### src/rtl/sram_arbiter_pkg.sv
// sram_arbiter_pkg: requester ID encodings and default sizing shared by the arbiter, its ID FIFO and users
package sram_arbiter_pkg;
  localparam int DEPTH_DEF = 4;
  localparam int STARVE_DEF = 8;
  typedef enum logic {ID_INST = 1'b0, ID_DATA = 1'b1} req_id_e;
endpackage

### src/rtl/sram_arbiter_if.sv
// sram_arbiter_if: SRAM-like req/addr_ok/data_ok bus; master drives req/wr/size/wstrb/addr/wdata, slave drives addr_ok/data_ok/rdata
interface sram_arbiter_if;
  logic req;
  logic wr;
  logic [1:0] size;
  logic [3:0] wstrb;
  logic [31:0] addr;
  logic [31:0] wdata;
  logic addr_ok;
  logic data_ok;
  logic [31:0] rdata;
  modport master(output req, wr, size, wstrb, addr, wdata, input addr_ok, data_ok, rdata);
  modport slave(input req, wr, size, wstrb, addr, wdata, output addr_ok, data_ok, rdata);
endinterface

### src/rtl/sram_arbiter_id_fifo.sv
// id_fifo: DEPTH-entry FIFO of requester IDs; in clk/reset/push/pop/din, out head/full/empty (push ignored when full, pop when empty)
module id_fifo #(
  parameter int DEPTH = 4,
  parameter int WIDTH = 1
) (
  input  logic             clk,
  input  logic             reset,
  input  logic             push,
  input  logic             pop,
  input  logic [WIDTH-1:0] din,
  output logic [WIDTH-1:0] head,
  output logic             full,
  output logic             empty
);
  localparam int AW = $clog2(DEPTH);
  logic [WIDTH-1:0] mem [DEPTH];
  logic [AW-1:0] rd_ptr, wr_ptr;
  logic [AW:0] count;
  logic wr_en, rd_en;
  assign full = count == (AW+1)'(DEPTH);
  assign empty = count == '0;
  assign wr_en = push & ~full;
  assign rd_en = pop & ~empty;
  assign head = mem[rd_ptr];
  always_ff @(posedge clk)
    if (wr_en) mem[wr_ptr] <= din;
  always_ff @(posedge clk) begin
    if (reset) begin
      rd_ptr <= '0;
      wr_ptr <= '0;
      count <= '0;
    end else begin
      if (wr_en) wr_ptr <= wr_ptr + 1'b1;
      if (rd_en) rd_ptr <= rd_ptr + 1'b1;
      if (wr_en & ~rd_en) count <= count + 1'b1;
      else if (rd_en & ~wr_en) count <= count - 1'b1;
    end
  end
endmodule

### src/rtl/sram_arbiter.sv
// sram_arbiter: data-priority 2:1 SRAM bus arbiter with inst starvation guard; in clk/reset, slave ports inst_sram/data_sram, master port mem, out err_spurious
module sram_arbiter
  import sram_arbiter_pkg::*;
#(
  parameter int DEPTH = DEPTH_DEF,
  parameter int STARVE_LIMIT = STARVE_DEF
) (
  input  logic clk,
  input  logic reset,
  sram_arbiter_if.slave  inst_sram,
  sram_arbiter_if.slave  data_sram,
  sram_arbiter_if.master mem,
  output logic err_spurious
);
  localparam int SW = $clog2(STARVE_LIMIT + 1);
  logic [SW-1:0] starve_cnt;
  logic force_inst, grant_data, grant_inst, full, empty, push, pop;
  logic [0:0] head, din;
  assign force_inst = starve_cnt == SW'(STARVE_LIMIT);
  assign grant_data = data_sram.req & ~force_inst;
  assign grant_inst = inst_sram.req & (~data_sram.req | force_inst);
  assign mem.req   = (grant_data | grant_inst) & ~full;
  assign mem.wr    = grant_inst ? inst_sram.wr    : data_sram.wr;
  assign mem.size  = grant_inst ? inst_sram.size  : data_sram.size;
  assign mem.wstrb = grant_inst ? inst_sram.wstrb : data_sram.wstrb;
  assign mem.addr  = grant_inst ? inst_sram.addr  : data_sram.addr;
  assign mem.wdata = grant_inst ? inst_sram.wdata : data_sram.wdata;
  assign inst_sram.addr_ok = mem.addr_ok & grant_inst & ~full;
  assign data_sram.addr_ok = mem.addr_ok & grant_data & ~full;
  assign push = mem.req & mem.addr_ok;
  assign pop  = mem.data_ok & ~empty;
  assign din  = grant_inst ? ID_INST : ID_DATA;
  assign inst_sram.data_ok = pop & (head == ID_INST);
  assign data_sram.data_ok = pop & (head == ID_DATA);
  assign inst_sram.rdata = mem.rdata;
  assign data_sram.rdata = mem.rdata;
  id_fifo #(.DEPTH(DEPTH), .WIDTH(1)) u_fifo (
    .clk(clk), .reset(reset), .push(push), .pop(pop), .din(din),
    .head(head), .full(full), .empty(empty)
  );
  // starve_cnt saturates at STARVE_LIMIT because the increment term excludes force_inst
  always_ff @(posedge clk) begin
    if (reset) begin
      starve_cnt <= '0;
      err_spurious <= 1'b0;
    end else begin
      if (mem.data_ok & empty) err_spurious <= 1'b1;
      starve_cnt <= (inst_sram.addr_ok | ~inst_sram.req) ? '0 :
                    (data_sram.req & ~force_inst & ~full) ? starve_cnt + 1'b1 : starve_cnt;
    end
  end
endmodule
### src/flat_wrapper.sv
// flat-port wrapper written by rule: the top's interface ports become plain ports
module sram_arbiter_flat import sram_arbiter_pkg::*;
#(
  parameter int DEPTH = DEPTH_DEF,
  parameter int STARVE_LIMIT = STARVE_DEF
)
  (clk, reset, err_spurious, inst_sram_req, inst_sram_wr, inst_sram_size, inst_sram_wstrb, inst_sram_addr, inst_sram_wdata, inst_sram_addr_ok, inst_sram_data_ok, inst_sram_rdata, data_sram_req, data_sram_wr, data_sram_size, data_sram_wstrb, data_sram_addr, data_sram_wdata, data_sram_addr_ok, data_sram_data_ok, data_sram_rdata, mem_req, mem_wr, mem_size, mem_wstrb, mem_addr, mem_wdata, mem_addr_ok, mem_data_ok, mem_rdata);
  sram_arbiter_if inst_sram_i ();
  sram_arbiter_if data_sram_i ();
  sram_arbiter_if mem_i ();
  input  logic clk;
  input  logic reset;
  output logic err_spurious;
  input wire logic [$bits(inst_sram_i.req)-1:0] inst_sram_req;
  input wire logic [$bits(inst_sram_i.wr)-1:0] inst_sram_wr;
  input wire logic [$bits(inst_sram_i.size)-1:0] inst_sram_size;
  input wire logic [$bits(inst_sram_i.wstrb)-1:0] inst_sram_wstrb;
  input wire logic [$bits(inst_sram_i.addr)-1:0] inst_sram_addr;
  input wire logic [$bits(inst_sram_i.wdata)-1:0] inst_sram_wdata;
  output wire logic [$bits(inst_sram_i.addr_ok)-1:0] inst_sram_addr_ok;
  output wire logic [$bits(inst_sram_i.data_ok)-1:0] inst_sram_data_ok;
  output wire logic [$bits(inst_sram_i.rdata)-1:0] inst_sram_rdata;
  input wire logic [$bits(data_sram_i.req)-1:0] data_sram_req;
  input wire logic [$bits(data_sram_i.wr)-1:0] data_sram_wr;
  input wire logic [$bits(data_sram_i.size)-1:0] data_sram_size;
  input wire logic [$bits(data_sram_i.wstrb)-1:0] data_sram_wstrb;
  input wire logic [$bits(data_sram_i.addr)-1:0] data_sram_addr;
  input wire logic [$bits(data_sram_i.wdata)-1:0] data_sram_wdata;
  output wire logic [$bits(data_sram_i.addr_ok)-1:0] data_sram_addr_ok;
  output wire logic [$bits(data_sram_i.data_ok)-1:0] data_sram_data_ok;
  output wire logic [$bits(data_sram_i.rdata)-1:0] data_sram_rdata;
  output wire logic [$bits(mem_i.req)-1:0] mem_req;
  output wire logic [$bits(mem_i.wr)-1:0] mem_wr;
  output wire logic [$bits(mem_i.size)-1:0] mem_size;
  output wire logic [$bits(mem_i.wstrb)-1:0] mem_wstrb;
  output wire logic [$bits(mem_i.addr)-1:0] mem_addr;
  output wire logic [$bits(mem_i.wdata)-1:0] mem_wdata;
  input wire logic [$bits(mem_i.addr_ok)-1:0] mem_addr_ok;
  input wire logic [$bits(mem_i.data_ok)-1:0] mem_data_ok;
  input wire logic [$bits(mem_i.rdata)-1:0] mem_rdata;
  assign inst_sram_i.req = inst_sram_req;
  assign inst_sram_i.wr = inst_sram_wr;
  assign inst_sram_i.size = inst_sram_size;
  assign inst_sram_i.wstrb = inst_sram_wstrb;
  assign inst_sram_i.addr = inst_sram_addr;
  assign inst_sram_i.wdata = inst_sram_wdata;
  assign inst_sram_addr_ok = inst_sram_i.addr_ok;
  assign inst_sram_data_ok = inst_sram_i.data_ok;
  assign inst_sram_rdata = inst_sram_i.rdata;
  assign data_sram_i.req = data_sram_req;
  assign data_sram_i.wr = data_sram_wr;
  assign data_sram_i.size = data_sram_size;
  assign data_sram_i.wstrb = data_sram_wstrb;
  assign data_sram_i.addr = data_sram_addr;
  assign data_sram_i.wdata = data_sram_wdata;
  assign data_sram_addr_ok = data_sram_i.addr_ok;
  assign data_sram_data_ok = data_sram_i.data_ok;
  assign data_sram_rdata = data_sram_i.rdata;
  assign mem_req = mem_i.req;
  assign mem_wr = mem_i.wr;
  assign mem_size = mem_i.size;
  assign mem_wstrb = mem_i.wstrb;
  assign mem_addr = mem_i.addr;
  assign mem_wdata = mem_i.wdata;
  assign mem_i.addr_ok = mem_addr_ok;
  assign mem_i.data_ok = mem_data_ok;
  assign mem_i.rdata = mem_rdata;
  sram_arbiter #(.DEPTH(DEPTH), .STARVE_LIMIT(STARVE_LIMIT)) u_core (.clk(clk), .reset(reset), .inst_sram(inst_sram_i), .data_sram(data_sram_i), .mem(mem_i), .err_spurious(err_spurious));
endmodule
### config.mk
export PLATFORM = sky130hd
export DESIGN_NAME = sram_arbiter_flat
export DESIGN_NICKNAME = d
export VERILOG_FILES = /design/src/rtl/sram_arbiter_pkg.sv /design/src/rtl/sram_arbiter_if.sv /design/src/rtl/sram_arbiter_id_fifo.sv /design/src/rtl/sram_arbiter.sv /design/src/flat_wrapper.sv
export SDC_FILE = /design/constraint.sdc
export NUM_CORES = 1
export LEC_CHECK = 0
export BUFFER_PORTS_ARGS = -buffer_cell sky130_fd_sc_hd__buf_2
export CAP_MARGIN = 20
export CORE_AREA = 2 2 124 126
export DETAILED_ROUTE_END_ITERATION = 8
export DIE_AREA = 0 0 126 128
export MAX_ROUTING_LAYER = met4
export PLACE_DENSITY = 0.47
export SLEW_MARGIN = 20
export SYNTH_ARGS = -nofsm -noshare
export SYNTH_HDL_FRONTEND = slang
export SYNTH_SLANG_ARGS = --single-unit
### constraint.sdc
create_clock -name clk -period 2.2 [get_ports clk]
set_input_delay 0.55 -clock clk [delete_from_list [all_inputs] [get_ports clk]]
set_output_delay 0.55 -clock clk [all_outputs]
set_load 0.005 [all_outputs]
After elaboration in Yosys (flattened, before gate mapping):

Memories as Yosys holds them, arrays and structs flattened. A register that Yosys moved wholly into a read port is not among the register bits.
Index checks and enable logic that the tools add are counted.

* memories kept: 1
* bits in writable memories: 4
* word-level logic and storage cells: 56
* register bits after elaboration: 12
* input port bits: 180

Memory list
* u_core.u_fifo.mem: depth 4, bits a word 1, read ports 1, clocked after memory_dff 1, wr ports 1, RTL line sram_arbiter_id_fifo.sv:16 `logic [WIDTH-1:0] mem [DEPTH];`

* $add $sub $neg: 5
* reductions and logical operators: 3
* mux-type cells: 12
* bitwise logic cells: 28
* equal/unequal tests: 2

Operators by type and width (number)
* 32-bit 2-to-1 mux: 2
* 1-bit AND: 17
* 1-bit NOT: 8
* 2-bit 2-to-1 mux: 3
* 3-bit 2-to-1 mux: 2
* 2-bit by 1-bit adder with 2-bit output (second input constant): 2
* 4-bit by 1-bit adder with 4-bit output (second input constant): 1
* 4-bit equality test (second input constant): 1
* 1-bit 2-to-1 mux: 4
* 4-bit 2-to-1 mux: 1
* 3-bit by 1-bit adder with 3-bit output (second input constant): 1
* 3-bit equality test (second input constant): 1
* 3-bit zero test: 1
* 1-bit OR: 3
* 3-bit by 1-bit subtractor with 3-bit output (second input constant): 1
* 2-bit nonzero test: 1
* 2-bit OR reduction: 1

Logic depth before layout (Yosys ltp):

Gate-level depths: netlist (run 1).

* depth in word-level cells: 11
* gate-level depth with buffers: 10
* gate-level depth less buffers: 10

Modules after synthesis:

From an unflattened synthesis (run 1), not the netlist that was laid out.

* cells, all modules: 242
* area total of the unflattened synthesis: 2685.1 um2

By module, submodules not included
* sram_arbiter: area an instance 2072.0 um2, cells each 189, times used 1
* id_fifo: area an instance 613.1 um2, cells each 53, times used 1

Worst setup path before layout (run 1):

OpenSTA, ideal clock, no wires.

* path type: register to register
* start point: register u_core.starve_cnt[0]
* end point: register u_core.u_fifo.count[2]
* stages on the path, launching flop included: 11
* buffers on the path: 0
* path slack: -259 ps
* arrival: 2389 ps
* cells stage by stage: dfxtp_1 > inv_1 > ha_1 > nor4bb_2 > nor4_4 > ha_1 > inv_1 > fa_1 > xor2_1 > or3_1 > a21oi_1

* word-level cells in the longest chain between the ends: 10

Ends and longest elaborated chain
* start: declaration: RTL line sram_arbiter.sv:16 `logic [SW-1:0] starve_cnt;`
* start signal: assignment: RTL line sram_arbiter.sv:48 `starve_cnt <= (inst_sram.addr_ok | ~inst_sram.req) ? '0 :`
* 4-bit equality test *: RTL line sram_arbiter.sv:19 `assign force_inst = starve_cnt == SW'(STARVE_LIMIT);`
* 1-bit OR or 1-bit NOT (tied branches): RTL line sram_arbiter.sv:21, sram_arbiter.sv:20
* 1-bit AND (on tied branches): RTL line sram_arbiter.sv:21, sram_arbiter.sv:20
* 1-bit OR *: RTL line sram_arbiter.sv:22 `assign mem.req = (grant_data | grant_inst) & ~full;`
* 1-bit AND *: RTL line sram_arbiter.sv:22
* 1-bit AND *: RTL line sram_arbiter.sv:30 `assign push = mem.req & mem.addr_ok;`
* 1-bit AND *: RTL line sram_arbiter_id_fifo.sv:22 `assign wr_en = push & ~full;`
* named net u_core.u_fifo.wr_en: RTL line sram_arbiter_id_fifo.sv:19 `logic wr_en, rd_en;`
* 1-bit NOT: RTL line sram_arbiter_id_fifo.sv:36 `else if (rd_en & ~wr_en) count <= count - 1'b1;`
* 1-bit AND: RTL line sram_arbiter_id_fifo.sv:36
* 2-bit nonzero test (no line)
* end signal: assignment: RTL line sram_arbiter_id_fifo.sv:35 `if (wr_en & ~rd_en) count <= count + 1'b1;`
* end signal: assignment: RTL line sram_arbiter_id_fifo.sv:36
* end: declaration: RTL line sram_arbiter_id_fifo.sv:18 `logic [AW:0] count;`

The timed path passes the listed nets; every way through them passes the cells marked *.
A chain may end at the register's enable or synchronous reset.

Worst setup path after layout (run 1):

* start point: register u_core.starve_cnt[0]
* end point: output port mem_wdata[10]

* word-level cells in the longest chain between the ends: 4

Ends and longest elaborated chain
* 4-bit equality test: RTL line sram_arbiter.sv:19
* 1-bit OR: RTL line sram_arbiter.sv:21 `assign grant_inst = inst_sram.req & (~data_sram.req | force_inst);`
* 1-bit AND: RTL line sram_arbiter.sv:21
* 32-bit 2-to-1 mux: RTL line sram_arbiter.sv:27 `assign mem.wdata = grant_inst ? inst_sram.wdata : data_sram.wdata;`
* end: declaration: RTL line flat_wrapper.sv:37 `output wire logic [$bits(mem_i.wdata)-1:0] mem_wdata;`

No other way between the ends.

==> out/summary.txt, run 1 <==
ROUTE
-------------------------------------------------------------------------------------
Final routed DRC violation total                                                    0
Via total after detailed routing                                                 2410
First drt pass iteration count                                                      4
Routed wirelength normalized by instance count                                17.7 um
Post-route ant nets                                                                 0
Count of routing violations after the opening detailed-route iteration             70
Avg Vias per Cell                                                                3.98
Final WL                                                                     10700 um

GLOBAL ROUTING
-------------------------------------------------------------------------------------
Global-route total usage across every layer                                     12.2%
Number of global-route vias before repair                                        2425
Wire length of the first global-routing pass                                 14600 um
Maximum number of pins on one net before global-route repair                       26
Antenna violations before repair                                                    2
Total global routing overflow                                                       0

PLACEMENT
-------------------------------------------------------------------------------------
Placed cells                                                                      597
Cell area after placement                                                    3550 um2
GPL Wtd Cong                                                                    0.825
Post-Place Worst Slack                                                        -137 ps
Number of buffer cells added on primary ports                                     224
Detailed-placement wirelength estimate                                        9080 um

LOGIC SYNTHESIS
-------------------------------------------------------------------------------------
Post-synth top cells                                                     68 x sky130_fd_sc_hd__mux2_4, 64 x sky130_fd_sc_hd__buf_4, 14 x sky130_fd_sc_hd__dfxtp_1
Post-synthesis mux area share                                                   42.9%
Commonest register cell after synthesis                                  sky130_fd_sc_hd__dfxtp_1
Number of standard cells after synthesis                                          236
Fraction of registers with async set/reset                                         0%
Number of nets in the synthesized netlist                                         424
Fraction of the mapped netlist area in adder cells                              4.21%
Count of different cell masters after synthesis                                    36
Synthesis-stage register bit count                                                 18
Synth top area share                                                            39.9%
Yosys warning count                                                                 0
Synth Area in XOR/XNOR                                                          1.71%
Number of enable-type register cells in the synthesized netlist                     4
Synth area leader                                                        sky130_fd_sc_hd__mux2_4
Compound-Gate Fraction of Synth Area                                            3.62%
Mapped Area                                                                  2560 um2
Dominant combinational cell family by area after synthesis               multiplexers
Leading post-synthesis cells by cell area                                sky130_fd_sc_hd__mux2_4 40%, sky130_fd_sc_hd__buf_4 19%, sky130_fd_sc_hd__dfxtp_1 11%
Post-Synth Simple-Gate Area                                                     9.05%
Avg Cell Area, Syn                                                           10.8 um2
Sequential share of the synthesized area                                        15.6%
Most instantiated library cell after synthesis                           sky130_fd_sc_hd__mux2_4

POWER
-------------------------------------------------------------------------------------
Max IR drop VDD                                                              0.364 mV
Tot Pwr                                                                       1.94 mW
Static power due to leakage                                                   2.15 nW
Power density relative to cell area                                        487 nW/um2

FLOW RUN
-------------------------------------------------------------------------------------
Max cap viols                                                                       0

STATUS
-------------------------------------------------------------------------------------
Violations in the final reports                                          negative setup slack
Status                                                                   complete, but fails checks

FLOORPLAN
-------------------------------------------------------------------------------------
Die Footprint                                                               16100 um2
Die height                                                                     128 um
Initial core utilization                                                        17.2%
Width of the die                                                               126 um
Placeable core region                                                       14900 um2
Number of standard-cell rows in the floorplan                                      45
I/O pin cnt                                                                       321

CLOCK NETWORK
-------------------------------------------------------------------------------------
Clock buffers created by TritonCTS                                                  3
Clock buffer depth                                                                  2
Clk slew on worst S/H paths                                                     50 ps
Clock network latency to the later pin of the worst-skew pair                  250 ps
CTS Root Cell                                                            sky130_fd_sc_hd__clkbuf_16
Maximum level of the CTS H-tree                                                     1
Number of buffers added to fix hold violations after cts                            0
Clock sinks                                                                        18
TritonCTS clock tree                                                             done

STA
-------------------------------------------------------------------------------------
Setup slack after layout                                                      -170 ps
Number of failing hold endpoints at the final stage                                 0
Clock skew after layout                                                       1.07 ps
Unrepaired setup endpoints after global routing                                  true
Worst max-slew margin expressed relative to the limit                           72.1%
Achievable Freq                                                               422 MHz
Final clock period utilization by the worst path                                 108%
Count of endpoints failing setup in the final report                               71
Final number of max-transition violations                                           0
Final period demand of the worst path                                         2370 ps
Slew at the pin closest to its max-slew limit                                  418 ps

FINAL LAYOUT
-------------------------------------------------------------------------------------
Fraction of final layout cells with drive strength greater than 1               81.6%
Final Instance Count excl. Fillers                                                606
Final net count                                                                   607
Final instance area                                                          3980 um2
Antenna diode count                                                                 0
Area Overhead vs Synth                                                          55.5%

SETUP PATH
-------------------------------------------------------------------------------------
CP Data Arrival Time                                                          1820 ps
Maximum fanout along the worst path                                                25
Classification of the worst setup path                                   register to output pin
Startpoint class of the critical path                                        register
Endpoint type of the worst setup path                                      output pin
Required time of the critical path                                            1650 ps

WORST HOLD PATH
-------------------------------------------------------------------------------------
Classification of the worst-slack hold path                              register to register

-- metal layers --
metal | GRT usage (%) | vias up | routed length (um)
li1 | - | 1115 | -
met3 | 5.01 | 13 | 1200
met2 | 20.2 | 173 | 5240
met5 | - | - | 0
met4 | 1.55 | 0 | 91
met1 | 14.2 | 1109 | 4190
-- final timing paths --
check	from	end	slack, ps	cells after the start
setup / recovery	u_core.starve_cnt[0]$_SDFFE_PP0P_	mem_wdata[10]	-170	8
hold / removal	u_core.err_spurious$_SDFFE_PP0P_	u_core.err_spurious$_SDFFE_PP0P_	480	2
setup reg to reg	u_core.starve_cnt[0]$_SDFFE_PP0P_	u_core.u_fifo.count[2]$_SDFFE_PP0P_	50	10
hold reg to reg	u_core.err_spurious$_SDFFE_PP0P_	u_core.err_spurious$_SDFFE_PP0P_	480	2
-- critical path, stage by stage (launching register included) --
cell and delay [ps]:
sky130_fd_sc_hd__dfxtp_2 320, sky130_fd_sc_hd__inv_2 60, sky130_fd_sc_hd__ha_4 140, sky130_fd_sc_hd__nand2_4 60, sky130_fd_sc_hd__o21ai_4 160, sky130_fd_sc_hd__nand2_4 130, sky130_fd_sc_hd__buf_12 200, sky130_fd_sc_hd__mux2_4 320
sky130_fd_sc_hd__buf_2 150
-- where the power goes --
part	switching (mW)	internal (mW)
logic	0.470	0.654
clock network	0.121	0.242
registers	0.0438	0.407
total	0.634	1.30
-- placed cells by master, fill, tap and decap left out, drive strengths merged, types with 2 or more instances in the layout --
cell    synthesis  routed
buf            71     250
mux2           71      71
dfxtp          14      14
nor2           13      13
ha              7       7
a21oi           6       6
inv             6       6
o21ai           5       5
nor3            4       4
and2            4       4
xor2            4       4
edfxtp          4       4
nand2           4       4
nor2b           3       3
clkbuf          1       3
nand2b          2       2
mux2i           2       2
nor3b           2       2
nor4            2       2
-- what timing repair did --
item | CTS | global route
setup endpoints to repair | 73 | 75
resized for setup | 49 | 9
setup buffers | 3 | 2
pin swaps | 2 | 2
hold endpoints to repair | 0 | 0
-- cell type report --
class | count | area (um2)
repair buffers | 250 | 1610
multi-input cells | 140 | 1630
flip-flops and latches | 18 | 403
clock buffers | 3 | 75.1
clock inverters | 1 | 3.75
inverters | 6 | 22.5
fillers | 1594 | 10900
well taps | 188 | 235
-- metrics by stage --
stage	setup TNS, ps	utilization [%]	hold WS (ps)
6_report	-9310	26.8	475
4_1_cts	-10290	26.3	479
2_1_floorplan	-172	-	460
3_5_place_dp	-895	23.9	455
3_3_place_gp	-171	23.9	453
5_1_grt	-14140	26.8	499
-- cell families (layout without fill, tap and decap cells) --
group / after synthesis / after routing
xor gates and xnor gates: 5 / 5
buffers and inverters: 78 / 260
DFF: 18 / 18
muxes: 74 / 74
adders and majority gates: 8 / 8
AOI/OAI and AO/OA: 15 / 15
and+or+nand+nor: 38 / 38
(Power assumes the default switching activity.)
==> run 2, diff against run 1 <==
CTS_CLUSTER_SIZE = 25   (was default)
GPL_TIMING_DRIVEN = 0   (was default)
==> run 2 against run 1 <==
The run still ends with negative setup slack left. Largest cell class is now buffers. Setup slack got worse by 81 ps. Clock skew is 1.2 ps higher. First-iteration DRC count increased by 13%. Sequential cell count did not move. Wire length rose by 16%. Combinational power increased by 15%. Hold slack gained 4.5 ps. Cell area is 30% higher. Critical path depth rose by 1. Global-route usage rose by 1.9 points. Critical path type unchanged. Fmax fell by 3.3%. Sequential power grew 4%.
==> out/summary.txt, run 2 (synthesis gave the netlist of run 1 again) <==
GLOBAL ROUTING
-------------------------------------------------------------------------------------
Total global routing overflow                                                       0   unchanged
Global-route total usage across every layer                                     14.1%   was 12.2%
Wire length of the first global-routing pass                                 17200 um   was 14600 um
Number of global-route vias before repair                                        2843   was 2425
Antenna violations before repair                                                    0   was 2
Maximum number of pins on one net before global-route repair                       11   was 26

FINAL LAYOUT
-------------------------------------------------------------------------------------
Leading cell type in the layout, fill and taps excluded                  sky130_fd_sc_hd__buf_2   unchanged
Number of fill cells                                                             1540   was 1594
Area Overhead vs Synth                                                           101%   was 55.5%
Fraction of final layout cells with drive strength greater than 1               85.6%   was 81.6%
Commonest cells after routing, fill and taps aside                       222 x sky130_fd_sc_hd__buf_2, 76 x sky130_fd_sc_hd__buf_4, 68 x sky130_fd_sc_hd__mux2_4, 66 x sky130_fd_sc_hd__buf_6, 13 x sky130_fd_sc_hd__nor2_1   was 182 x sky130_fd_sc_hd__buf_2, 69 x sky130_fd_sc_hd__mux2_4, 42 x sky130_fd_sc_hd__buf_6, 23 x sky130_fd_sc_hd__buf_4, 13 x sky130_fd_sc_hd__nor2_1
Post-route core utilization                                                     34.7%   was 26.8%
Antenna diode count                                                                 0   unchanged
Final net count                                                                   738   was 607
Final instance area                                                          5150 um2   was 3980 um2

CLOCK NETWORK
-------------------------------------------------------------------------------------
Maximum level of the CTS H-tree                                                     1   unchanged
CTS Root Cell                                                            sky130_fd_sc_hd__clkbuf_16   unchanged
Clock sinks                                                                        18   unchanged
Clock network latency to the later pin of the worst-skew pair                  240 ps   was 250 ps
TritonCTS clock tree                                                             done   unchanged
Number of buffers added to fix hold violations after cts                            0   unchanged
Clock buffer depth                                                                  2   unchanged
Clk slew on worst S/H paths                                                     50 ps   about the same
Clock buffers created by TritonCTS                                                  3   unchanged

FLOORPLAN
-------------------------------------------------------------------------------------
Number of standard-cell rows in the floorplan                                      45   unchanged
Die height                                                                     128 um   unchanged
Die Footprint                                                               16100 um2   unchanged
Initial core utilization                                                        17.2%   unchanged
I/O pin cnt                                                                       321   unchanged
Width of the die                                                               126 um   unchanged
Placeable core region                                                       14900 um2   unchanged

POWER
-------------------------------------------------------------------------------------
Max IR drop VDD                                                              0.540 mV   was 0.364 mV
Power dissipated by switching net loads                                        672 uW   was 634 uW
Combinational share of power                                                    61.0%   was 58.0%
Power density relative to cell area                                        411 nW/um2   was 487 nW/um2
Static power due to leakage                                                   2.87 nW   was 2.15 nW
Cell-internal power                                                           1.45 mW   was 1.30 mW
Proportion of power drawn by the clock network                                  17.0%   was 18.7%
Sequential share of power                                                       22.1%   was 23.3%
Switching share of power                                                        31.7%   was 32.7%

STA
-------------------------------------------------------------------------------------
Slew at the pin closest to its max-slew limit                                  644 ps   was 418 ps
Number of failing hold endpoints at the final stage                                 0   unchanged
Final period demand of the worst path                                         2450 ps   was 2370 ps
Count of endpoints failing setup in the final report                               73   was 71
Final TNS setup                                                             -16070 ps   was -9310 ps
Final clock period utilization by the worst path                                 111%   was 108%
Setup slack after layout                                                      -251 ps   was -170 ps
WHS                                                                            480 ps   was 475 ps
Final number of max-transition violations                                           0   unchanged
Clock skew after layout                                                       2.23 ps   was 1.07 ps
Achievable Freq                                                               408 MHz   was 422 MHz
Worst max-slew margin expressed relative to the limit                           56.9%   was 72.1%
Unrepaired setup endpoints after global routing                                  true   unchanged

PLACEMENT
-------------------------------------------------------------------------------------
Cell area after placement                                                    4250 um2   was 3550 um2
Post-Place Worst Slack                                                        -455 ps   was -137 ps
Number of buffer cells added on primary ports                                     288   was 224
Detailed-placement wirelength estimate                                       10200 um   was 9080 um
GPL Wtd Cong                                                                    0.819   was 0.825

ROUTE
-------------------------------------------------------------------------------------
Wire length on met1                                                           5010 um   was 4190 um
Post-route ant nets                                                                 0   unchanged
Count of routing violations after the opening detailed-route iteration             79   was 70
Top sig layer                                                                    met4   unchanged
Final WL                                                                     12500 um   was 10700 um
First drt pass iteration count                                                      4   unchanged
Final routed DRC violation total                                                    0   unchanged
Via total after detailed routing                                                 2833   was 2410
Routed wirelength normalized by instance count                                16.9 um   was 17.7 um
Metal2 WL                                                                     6550 um   was 5240 um
Met3 wire len                                                                  799 um   was 1200 um
Avg Vias per Cell                                                                3.84   was 3.98

SETUP PATH
-------------------------------------------------------------------------------------
Endpoint type of the worst setup path                                      output pin   unchanged
CP Data Arrival Time                                                          1900 ps   was 1820 ps
Startpoint class of the critical path                                        register   unchanged
Maximum fanout along the worst path                                                 9   was 25
Required time of the critical path                                            1650 ps   about the same
Classification of the worst setup path                                   register to output pin   unchanged

WORST HOLD PATH
-------------------------------------------------------------------------------------
Classification of the worst-slack hold path                              register to register   unchanged

FLOW RUN
-------------------------------------------------------------------------------------
Max cap viols                                                                       0   unchanged

STATUS
-------------------------------------------------------------------------------------
Violations in the final reports                                          negative setup slack   unchanged
Status                                                                   complete, but fails checks   unchanged

run 2: cell count changes in the layout (fill, tap and decap cells not counted), moves of 2 or more:
cell,delta
sky130_fd_sc_hd__buf_2,+40
sky130_fd_sc_hd__clkbuf_16,+3
sky130_fd_sc_hd__buf_12,+8
sky130_fd_sc_hd__buf_4,+53
sky130_fd_sc_hd__buf_6,+24
sky130_fd_sc_hd__buf_16,+2
run 2: power by group through the flow:
| stage | clock, mW | sequential [mW] | combinational, mW |
|---|---|---|---|
| 2_1_floorplan | 0 | 0.463 | 0.610 |
| 3_3_place_gp | 0 | 0.472 | 1.04 |
| 3_5_place_dp | 0 | 0.475 | 1.05 |
| 4_1_cts | 0.369 | 0.468 | 1.27 |
| 5_1_grt | 0.385 | 0.480 | 1.39 |
| 6_report | 0.359 | 0.468 | 1.29 |
run 2: path summary, 6_finish.rpt:
| check | start | end | depth (start not counted) | slack [ps] |
|---|---|---|---|---|
| worst max-delay path | u_core.starve_cnt[1]$_SDFFE_PP0P_ | mem_addr[16] | 9 | -250 |
| worst min-delay path | u_core.err_spurious$_SDFFE_PP0P_ | u_core.err_spurious$_SDFFE_PP0P_ | 2 | 480 |
| worst max register to register | u_core.starve_cnt[1]$_SDFFE_PP0P_ | u_core.u_fifo.count[2]$_SDFFE_PP0P_ | 11 | -210 |
| worst min register to register | u_core.err_spurious$_SDFFE_PP0P_ | u_core.err_spurious$_SDFFE_PP0P_ | 2 | 480 |
run 2: timing repair:
action | CTS | global route
pin swaps | 5 | 2
setup endpoints to repair | 74 | 74
gates cloned | 3 | 3
resized for setup | 95 | 2
buffers inserted | 11 | 4
run 2: layout make-up:
| type | count | area (um2) | area share (%) |
|---|---|---|---|
| buffer | 72 | 624 | 12.1 |
| clock buffer | 3 | 75.1 | 1.46 |
| clock inverter | 1 | 3.75 | 0.0728 |
| tap | 188 | 235 | 4.56 |
| timing repair buffer | 309 | 2170 | 42.0 |
| multi-input combinational | 140 | 1620 | 31.5 |
| sequential | 18 | 403 | 7.82 |
| inverter | 6 | 22.5 | 0.437 |
run 2: per-stage QoR:
stage	total power, mW	cells
after global routing	2.26	737
after floorplan	1.07	236
after detailed placement	1.52	712
after global placement	1.51	712
after CTS	2.11	730
final	2.12	737
run 2: layer usage:
layer / track usage, % / vias up
met5: - / -
met4: 1.94 / 0
met3: 2.21 / 6
met2: 24.8 / 115
met1: 17.5 / 1331
li1: - / 1381
run 2: worst max-delay path, stage by stage, from the launching register on:
cell and delay (ps):
sky130_fd_sc_hd__dfxtp_2 320, sky130_fd_sc_hd__inv_2 60, sky130_fd_sc_hd__ha_4 140, sky130_fd_sc_hd__nand2_4 60
sky130_fd_sc_hd__o21ai_4 210, sky130_fd_sc_hd__nand2_8 110, sky130_fd_sc_hd__buf_12 170, sky130_fd_sc_hd__buf_12 150
sky130_fd_sc_hd__mux2_4 320, sky130_fd_sc_hd__buf_6 120
